$ cat config.mk
export PLATFORM = sky130hd
export DESIGN_NAME = f8_reset_supervisor
export DESIGN_NICKNAME = d
export VERILOG_FILES = /design/src/rtl/f8_supervisor_pkg.sv /design/src/rtl/f8_reset_sync.sv /design/src/rtl/f8_reset_supervisor.sv
export SDC_FILE = /design/constraint.sdc
export NUM_CORES = 1
export LEC_CHECK = 0
export CORE_MARGIN = 2
export CORE_UTILIZATION = 40
export DETAILED_ROUTE_END_ITERATION = 8
export PLACE_DENSITY_LB_ADDON = 0.1
export SKIP_LAST_GASP = 1
export SLEW_MARGIN = 10
export SYNTH_ARGS = -nofsm -noshare
export SYNTH_HDL_FRONTEND = slang
export SYNTH_SLANG_ARGS = --single-unit
$ cat constraint.sdc
create_clock -name clk -period 0.8 [get_ports clk]
set_input_delay 0.08 -clock clk [delete_from_list [all_inputs] [get_ports clk]]
set_output_delay 0.08 -clock clk [all_outputs]
set_load 0.02 [all_outputs]
$ cat src/rtl/f8_supervisor_pkg.sv
// Shared types and defaults for the f8 reset/trap supervisor.
package f8_supervisor_pkg;

    typedef enum logic [1:0] {
        ST_RESET,
        ST_RUN,
        ST_HOLDOFF,
        ST_HALT
    } state_t;

    localparam int DEF_POR_CYCLES   = 5;
    localparam int DEF_TRAP_HOLDOFF = 5;

    function automatic int max_int(input int a, input int b);
        return (a > b) ? a : b;
    endfunction

endpackage

$ cat src/rtl/f8_reset_sync.sv
// Two-flop reset synchroniser: asynchronous assertion, synchronous release.
module f8_reset_sync (
    input  logic clk,
    input  logic rst_n,
    output logic rst_sync_n
);

    logic s1;
    logic s2;

    // NOTE: non-blocking assignments make s2 take the old s1, giving two real stages.
    always_ff @(posedge clk or negedge rst_n) begin
        if (!rst_n) begin
            s1 <= 1'b0;
            s2 <= 1'b0;
        end else begin
            s1 <= 1'b1;
            s2 <= s1;
        end
    end

    assign rst_sync_n = s2;

endmodule

$ cat src/rtl/f8_reset_supervisor.sv
// Board reset stretcher and trap supervisor for the f8 system.
// Define F8_TRAP_HALT_EN to park the system in HALT after a trap instead of restarting it.
module f8_reset_supervisor
    import f8_supervisor_pkg::*;
#(
    parameter int POR_CYCLES   = DEF_POR_CYCLES,
    parameter int TRAP_HOLDOFF = DEF_TRAP_HOLDOFF,
    parameter int COUNT_W      = 8
) (
    input  logic               clk,
    input  logic               power_on_reset_n,
    input  logic               trap,
    input  logic               clear_count,
    output logic               system_reset,
    output logic [COUNT_W-1:0] trap_count,
    output logic               halted
);

    localparam int CNT_W = $clog2(max_int(POR_CYCLES, TRAP_HOLDOFF) + 1);
    localparam logic [CNT_W-1:0] POR_LAST  = CNT_W'(POR_CYCLES - 1);
    localparam logic [CNT_W-1:0] HOLD_LAST = CNT_W'(TRAP_HOLDOFF - 1);

    logic               rst_sync_n;
    state_t             state;
    logic [CNT_W-1:0]   cnt;
    logic               counted;
    logic [COUNT_W-1:0] count_next;

    f8_reset_sync u_reset_sync (
        .clk        (clk),
        .rst_n      (power_on_reset_n),
        .rst_sync_n (rst_sync_n)
    );

    // NOTE: every always_comb output gets a default first so no latch is inferred.
    always_comb begin
        counted    = (state == ST_RUN) && trap;
        count_next = trap_count;
        if (clear_count) begin
            count_next = counted ? COUNT_W'(1) : '0;
        end else if (counted && (trap_count != '1)) begin
            count_next = trap_count + COUNT_W'(1);
        end
    end

    // The board pin reaches these flops through s2, so system_reset rises without a clock.
    always_ff @(posedge clk or negedge rst_sync_n) begin
        if (!rst_sync_n) begin
            state        <= ST_RESET;
            cnt          <= '0;
            system_reset <= 1'b1;
            trap_count   <= '0;
`ifdef F8_TRAP_HALT_EN
            halted       <= 1'b0;
`endif
        end else begin
            trap_count <= count_next;
            case (state)
                ST_RESET: begin
                    if (cnt == POR_LAST) begin
                        state        <= ST_RUN;
                        system_reset <= 1'b0;
                        cnt          <= '0;
                    end else begin
                        cnt <= cnt + CNT_W'(1);
                    end
                end
                ST_RUN: begin
                    if (trap) begin
                        state <= ST_HOLDOFF;
                        cnt   <= '0;
                    end
                end
                ST_HOLDOFF: begin
                    if (cnt == HOLD_LAST) begin
`ifdef F8_TRAP_HALT_EN
                        state        <= ST_HALT;
                        halted       <= 1'b1;
`else
                        state        <= ST_RESET;
`endif
                        system_reset <= 1'b1;
                        cnt          <= '0;
                    end else begin
                        cnt <= cnt + CNT_W'(1);
                    end
                end
`ifdef F8_TRAP_HALT_EN
                ST_HALT: begin
                    system_reset <= 1'b1;
                    halted       <= 1'b1;
                end
`endif
                default: begin
                    state        <= ST_RESET;
                    system_reset <= 1'b1;
                    cnt          <= '0;
                end
            endcase
        end
    end

`ifndef F8_TRAP_HALT_EN
    assign halted = 1'b0;
`endif

endmodule

; ---- Yosys cells after proc, flatten, opt, wreduce, memory -nomap -nowiden
; Index checks and enable logic that the tools add are counted.
[word_totals]
in_bits = 4
reg_bits = 16
out_inout_bits = 10
[op_classes]
bitwise = 1
eq_ne = 7
muxes = 13
addsub = 2
n_reduce_logical = 7
[op_table]
columns = operator, n
row1 = $mux 8, 2
row2 = $add 8x1->8 const B, 1
row3 = $ne 8x8->1 const B, 1
row4 = $mux 2, 3
row5 = $mux 3, 2
row6 = $ne 2x2->1 const B, 3
row7 = $pmux 2 s3, 1
row8 = $pmux 3 s2, 1
row9 = $reduce_and 3->1, 2
row10 = $add 3x1->3 const B, 1
row11 = $eq 3x3->1 const B, 1
row12 = $mux 1, 3
row13 = $pmux 1 s3, 1
row14 = $eq 2x1->1 const B, 1
row15 = $eq 2x2->1 const B, 1
row16 = $logic_and 1x1->1, 2
row17 = $logic_not 2->1, 1
row18 = $reduce_bool 2->1, 1
row19 = $reduce_or 2->1, 1
row20 = $not 1->1, 1

; ---- Logic depth before layout (Yosys ltp)
; Gate-level depths: netlist of run 1.
[depth]
word_depth = 5
ltp_mapped = 5
depth_no_buf = 5

; ---- Hierarchy
; A second synthesis of run 1 with hierarchy kept.
[hier_totals]
cells_unflattened = 87
area_unflattened_um2 = 889.6
[modules_own_cells]
columns = module, n_inst, area_per_inst_um2, seq_area_each_um2, cells_each
row1 = f8_reset_supervisor, 1, 835.8, 351.6, 84
row2 = f8_reset_sync, 1, 53.8, 50.0, 3

; ---- Least setup slack after synthesis of run 1
; No wires, ideal clock.
[synth_path]
kind = reg-to-reg
startpoint = register trap_count[0]
endpoint = register trap_count[1]
setup_ns = 0.079
path_slack_ns = -0.666
path_buffers = 1
arrival_ns = 1.386
stages_incl_launch_ff = 6
synth_period_minus_slack_ns = 1.466
path_cell_list = dfrtp_1 ha_1 and2_1 buf_2 a31oi_1 mux2i_1
[synth_via]
elab_chain_len = 3
word_cells_on_any_way = 6
classes_between = add/sub: 1 / eq/ne: 1 / mux: 2 / reduce/logical: 2
[synth_rtl]
columns = item, line_no
row1 = start: declaration, f8_reset_supervisor.sv:15  ; output logic [COUNT_W-1:0] trap_count,
row2 = start signal: assignment, f8_reset_supervisor.sv:57  ; trap_count <= count_next;
row3 = $add 8x1->8 / $ne 8x8->1 (equally long branches), "f8_reset_supervisor.sv:42, f8_reset_supervisor.sv:41"
row4 = $mux 8 / $logic_and 1x1->1 (equally long branches), f8_reset_supervisor.sv:41  ; end else if (counted && (trap_count != '1)) begin
row5 = $mux 8 / $reduce_bool 2->1 (equally long branches), n/a
; Several ways; a longest one is shown, not always the timed one. The select of a mux whose other input is x is not followed.
; A chain may end at the register's enable or synchronous reset.

; ---- Worst setup path after layout of run 1
[layout_path]
startpoint = register trap_count[1]
endpoint = register trap_count[4]
; Same word-level chain as after synthesis.

==> qor.yml, run 1 <==
detailed_routing:
  wl_mm: 2.14
  antenna_left: 0
  drc: 0
  drt_iter0_markers: 7
  via_per_inst: 5.29
  vias: 826
  first_pass_iters: 4
  wl_per_cell_um: 13.7
placed_design:
  io_buffers: 12
  place.gp.congestion: 0.824
  place_area_um2: 1170
  hpwlAfterDp_mm: 1.40
cts:
  numCtsBuffers: 3
  cts_num_sinks: 16
  htreeDepth: 1
  clock_latency_ns: 0.30
  tritoncts: "yes"
  cts_max_path_buffers: 2
  root_buffer: "clkbuf_4"
  clk_pin_slew_ns: 0.10
setup_path:
  timing.critical_path.required_ns: 1.00
  setup.worst_path.start_class: "register"
  crit_path_end_kind: "register"
  cp_data_arrival_time_ns: 1.45
  path_class: "reg -> reg"
  path_max_fanout: 5
floorplanning:
  core_um2: 2000
  start_util_pct: 43.1
  fp.dieArea_um2: 2550
  die_height_um: 50.5
  pin_count: 14
  die_w_um: 50.5
  rows: 16
power_and_ir_drop:
  power_density_nw_per_um2: 2320
  ir_drop_uv: 1830
  p_leak_nw: 0.619
synthesis:
  synth_fp_nets: 94
  synth.most_common_cell: "dfrtp_1"
  ys_types: 35
  synth_xor_area_share_pct: 0
  async_reset_ff_share_pct: 100
  yosysTopAreaCellShare_pct: 43.5
  synthesis.area_um2: 863
  synth_simple_gate_area_share_pct: 19.1
  synth_compound_area_share_pct: 18.3
  ys_warn_count: 0
  synth_fa_ha_area_share_pct: 4.35
  synth_top_family_by_area: "simple AND/OR/NAND/NOR gates"
  synth.largest_area_cell: "dfrtp_1"
  ys_ff_latch: 16
  synth_edf_count: 0
  syn_avg_cell_area_um2: 9.92
  synthMuxAreaShare_pct: 3.62
  synth_ff_type: "dfrtp_1"
  synth.area.top_cells: "dfrtp_1 (43%), ha_1 (4.3%), a21oi_1 (3.5%)"
  synthCells: 87
  synthTopCellsByCount: "dfrtp_1 (15), nand2_1 (7), a21oi_1 (6), inv_1 (6), a31oi_1 (4)"
  ys_seq_area_share_pct: 46.5
global_route:
  grt.overflow.total: 0
  grt_usage_pct: 17.5
  antenna_found_initial: 0
  grt_pass1_vias: 730
  grt_pass1_wl_mm: 3.33
  grt_max_degree: 10
timing:
  fin_ws_ns: -0.451
  min_period_ns: 1.25
  finalClockSkew_ns: 0.00562
  rsz0062_at_grt: "true"
  slew_viol_final: 0
  setup_viol: 23
  fin_crit_sh_pct: 156
  finalHoldViolations: 0
  tns_ns: -7.17
  max_freq_mhz: 799
  holdWs_ns: 0.0703
flow_run:
  maxCapViolations: 0
cells_and_area:
  drive_above_1_share_pct: 56.6
  utilization_pct: 70.1
  postLayoutCellArea_um2: 1400
  syn_to_final_growth_pct: 62.5
  fin_nets: 137
  diodes: 0
min_path:
  hold_class: "reg -> async"
outcome:
  status: "finished, violations left"
  violations: "negative setup slack"
-- placed cells by master (no fill, tap or decap), types with 3 or more instances in the layout --
master	synthesis	final
clkbuf_4	0	3
a311oi_1	3	3
buf_4	2	27
buf_6	1	12
clkdlybuf4s50_1	0	3
dfrtp_2	0	8
inv_1	6	4
a21oi_1	6	4
nand2_1	7	5
nand2b_1	3	3
dfrtp_1	15	7
-- kinds of logic (layout without fill, tap and decap cells) --
logic type | count (synthesis) | after routing
other | 2 | 2
muxes | 3 | 3
DFF | 16 | 16
adders and majority gates | 3 | 3
AOI/OAI and AO/OA | 22 | 22
buffers and inverters | 12 | 54
and+or+nand+nor | 29 | 29
-- final cells by class --
| class | count | area, um^2 |
|---|---|---|
| clock buffer | 4 | 36.3 |
| sequential | 16 | 412 |
| fill | 150 | 599 |
| tap | 27 | 33.8 |
| inverter | 6 | 22.5 |
| multi-input combinational | 59 | 515 |
| timing repair buffer | 44 | 383 |
-- routing by layer --
layer / routed length [um] / track usage [%] / part of all wire [%]
met5: 0 / 0 / 0
met4: 27 / 5.41 / 1.3
met3: 77 / 3.57 / 3.6
met2: 1040 / 26.5 / 49
met1: 994 / 25.0 / 47
-- worst paths after layout --
path | slack [ns] | start | cells past startpoint | endpoint
max in group asynchronous | 0.20 | power_on_reset_n | 2 | u_reset_sync.rst_sync_n
min in group clk | 0.37 | u_reset_sync.s1 | 0 | u_reset_sync.rst_sync_n
worst max register to register | -0.45 | trap_count[1] | 5 | trap_count[4]
worst min register to register | 0.07 | u_reset_sync.rst_sync_n | 0 | cnt[1]
worst min-delay path | 0.07 | u_reset_sync.rst_sync_n | 0 | cnt[1]
worst max-delay path | -0.45 | trap_count[1] | 5 | trap_count[4]
-- registers in the layout (all words and copies together) (netlist names) --
signal,cells
u_reset_sync.rst_sync_n,1
trap_count,8
cnt,3
state,2
system_reset,1
u_reset_sync.s1,1
-- metrics by stage --
stage | total power, mW | setup slack [ns] | instances
finish | 3.26 | -0.451 | 156
global route | 3.47 | -0.525 | 156
CTS | 3.13 | -0.468 | 150
detailed placement | 2.28 | -0.636 | 138
global placement | 2.24 | -0.572 | 138
floorplan | 1.89 | -0.521 | 87
-- critical path, cell delays in order (launching register included) --
cell,delay [ns]
dfrtp_2,0.43
ha_4,0.15
and2_4,0.19
buf_6,0.11
a31oi_4,0.06
a311oi_1,0.23
-- where the power goes --
part | leakage (nW) | internal [mW] | switching (mW) | total (mW)
clock | 0.0210 | 0.278 | 0.281 | 0.559
combinational | 0.403 | 0.882 | 0.639 | 1.52
sequential | 0.195 | 0.994 | 0.185 | 1.18
-- timing repair --
item | CTS | global route
hold buffers | 1 | 0
pin swaps | 10 | 2
resized for setup | 57 | 12
gates cloned | 0 | 0
hold endpoints to repair | 2 | 0
endpoints found under the setup margin | 23 | 23
setup buffers | 8 | 6
(Power assumes the default switching activity.)
==> run 2: changes to the inputs <==
- CTS_CLUSTER_SIZE: default -> 16
- MAX_ROUTING_LAYER: default -> met4
==> run 2 against run 1 <==
The flow still finishes with violations (negative setup slack). Sequential power about the same. Power down 9.0%. Clock-buffer cell count unchanged. Worst hold slack better by 0.094 ns. Critical path depth down 1. Clock power down 1%. First-iteration DRC count rose to 3.1 times the previous value. Largest cell class unchanged.
==> qor.yml, run 2 (synthesis gave the netlist of run 1 again) <==
setup_path:
  crit_path_end_kind: "register"  # unchanged
  r2r-start: "trap_count[0]"  # was trap_count[1]
  setup.worst_path.start_class: "register"  # unchanged
  path_class: "reg -> reg"  # unchanged
  max_stage_delay_ns: 0.46  # was 0.43 ns
  cp_data_arrival_time_ns: 1.50  # was 1.45 ns
  r2r_cells: 4  # was 5
  critPathTopFamily: "flip-flops"  # unchanged
  r2r-end: "trap_count[1]"  # was trap_count[4]
  r2r_slack_ns: -0.48  # was -0.45 ns
  critPathBufInv: 0  # was 1
  path_max_fanout: 6  # was 5
  timing.critical_path.required_ns: 1.02  # was 1.00 ns
  worstPathCellList: "ha_4 > and2_4 > a31oi_4 > mux2i_1"  # was ha_4 > and2_4 > buf_6 > a31oi_4 > a311oi_1
  crit_slowest_cell: "dfrtp_2"  # unchanged
detailed_routing:
  via_per_inst: 5.35  # was 5.29
  vias: 797  # was 826
  antenna_left: 0  # unchanged
  drc: 0  # unchanged
  wl_per_cell_um: 14.1  # was 13.7 um
  drt_iter0_markers: 22  # was 7
  wl_mm: 2.10  # was 2.14 mm
  first_pass_iters: 4  # unchanged
flow_run:
  maxCapViolations: 0  # unchanged
global_route:
  grt_usage_pct: 18.3  # was 17.5%
  antenna_found_initial: 0  # unchanged
  grt_max_degree: 10  # unchanged
  grt.overflow.total: 0  # unchanged
  grt_pass1_vias: 711  # was 730
  grt_pass1_wl_mm: 3.27  # was 3.33 mm
timing:
  min_period_ns: 1.28  # was 1.25 ns
  fin_crit_sh_pct: 160  # was 156%
  fin_ws_ns: -0.483  # was -0.451 ns
  finalHoldViolations: 0  # unchanged
  setup_viol: 23  # unchanged
  finalClockSkew_ns: 0.00558  # was 0.00562 ns
  tns_ns: -6.93  # was -7.17 ns
  slew_viol_final: 0  # unchanged
  rsz0062_at_grt: "true"  # unchanged
  max_freq_mhz: 780  # was 799 MHz
floorplanning:
  die_height_um: 50.5  # unchanged
  core_um2: 2000  # unchanged
  start_util_pct: 43.1  # unchanged
  pin_count: 14  # unchanged
  fp.dieArea_um2: 2550  # unchanged
  rows: 16  # unchanged
  die_w_um: 50.5  # unchanged
power_and_ir_drop:
  ir_drop_uv: 1830  # about the same
  p_leak_nw: 0.562  # was 0.619 nW
  finalPower_mw: 2.96  # was 3.26 mW
  power_density_nw_per_um2: 2220  # was 2320 nW/um^2
cells_and_area:
  final_common_cell: "buf_4"  # unchanged
  n_fill_cell: 155  # was 150
  final_cell_mix: "buf_4 (21), buf_6 (11), dfrtp_2 (8)"  # was buf_4 (27), buf_6 (12), dfrtp_2 (8)
  multi_input_area_um2: 505  # was 515 um^2
  regArea_um2: 412  # unchanged
  fin_nets: 130  # was 137
  top_register: "trap_count"  # unchanged
  syn_to_final_growth_pct: 54.8  # was 62.5%
  largest_reg_flops: 8  # unchanged
  diodes: 0  # unchanged
  drive_above_1_share_pct: 54.9  # was 56.6%
  top_regs: "trap_count (8), cnt (3), state (2)"  # unchanged
cts:
  tritoncts: "yes"  # unchanged
  numCtsBuffers: 3  # unchanged
  clock_latency_ns: 0.29  # was 0.30 ns
  htreeDepth: 1  # unchanged
  clk_pin_slew_ns: 0.10  # about the same
  cts_num_sinks: 16  # unchanged
  root_buffer: "clkbuf_4"  # unchanged
  cts_max_path_buffers: 2  # unchanged
outcome:
  violations: "negative setup slack"  # unchanged
  status: "finished, violations left"  # unchanged
placed_design:
  preCtsSetupSlack_ns: -0.594  # was -0.636 ns
  hpwlAfterDp_mm: 1.41  # was 1.40 mm
  io_buffers: 12  # unchanged
  place.gp.congestion: 0.895  # was 0.824
min_path:
  hold_class: "reg -> async"  # unchanged
-- run 2: changes by cell type in the layout (fill, tap and decap cells not counted), sizes merged --
cell	change
buf	-7
-- run 2: where the power goes --
group | total, mW | switching [mW] | internal, mW
registers | 1.18 | 0.186 | 0.994
logic | 1.23 | 0.562 | 0.671
clock network | 0.551 | 0.273 | 0.278
total | 2.96 | 1.02 | 1.94
-- run 2: worst max path at each step --
stage	startpoint	endpoint	slack, ns	depth (start not counted)
finish	trap_count[0]	trap_count[1]	-0.48	4
detailed placement	trap	trap_count[7]	-0.59	4
global route	state[1]	trap_count[1]	-0.53	3
floorplan	trap_count[0]	trap_count[0]	-0.52	5
CTS	trap_count[1]	trap_count[1]	-0.45	4
global placement	trap	trap_count[0]	-0.57	4
-- run 2: layout make-up --
class	instances	area share (%)
Sequential cell	16	30.8
Inverter	6	1.69
Tap cell	27	2.53
Clock buffer	4	2.72
Timing Repair Buffer	37	24.4
Multi-Input combinational cell	59	37.8
-- run 2: timing repair --
item,4_1_cts,5_1_grt
cloned,0,0
endpoints found under the hold margin,2,0
pin swaps,8,2
gates resized for setup,53,14
setup buffers,4,3
endpoints found under the setup margin,23,23
hold buffers,1,0
-- run 2: stage by stage --
stage | std cells | util, % | hold WS, ns | area, um^2
after detailed placement | 139 | 58.8 | 0.172 | 1180
after floorplan | 87 | - | -0.216 | 937
after global placement | 139 | 58.8 | 0.158 | 1180
after CTS | 147 | 63.7 | 0.174 | 1280
after global routing | 149 | 66.8 | 0.195 | 1340
final | 149 | 66.8 | 0.164 | 1340
-- run 2: per-layer routing --
layer | wire length [um] | GRT usage (%) | share of wire (%) | vias up
met2 | 985 | 26.1 | 47 | 23
met3 | 78 | 2.68 | 3.7 | 5
met4 | 43 | 10.4 | 2.0 | 0
met1 | 991 | 24.8 | 47 | 388
li1 | - | - | - | 381
met5 | 0 | - | 0 | -
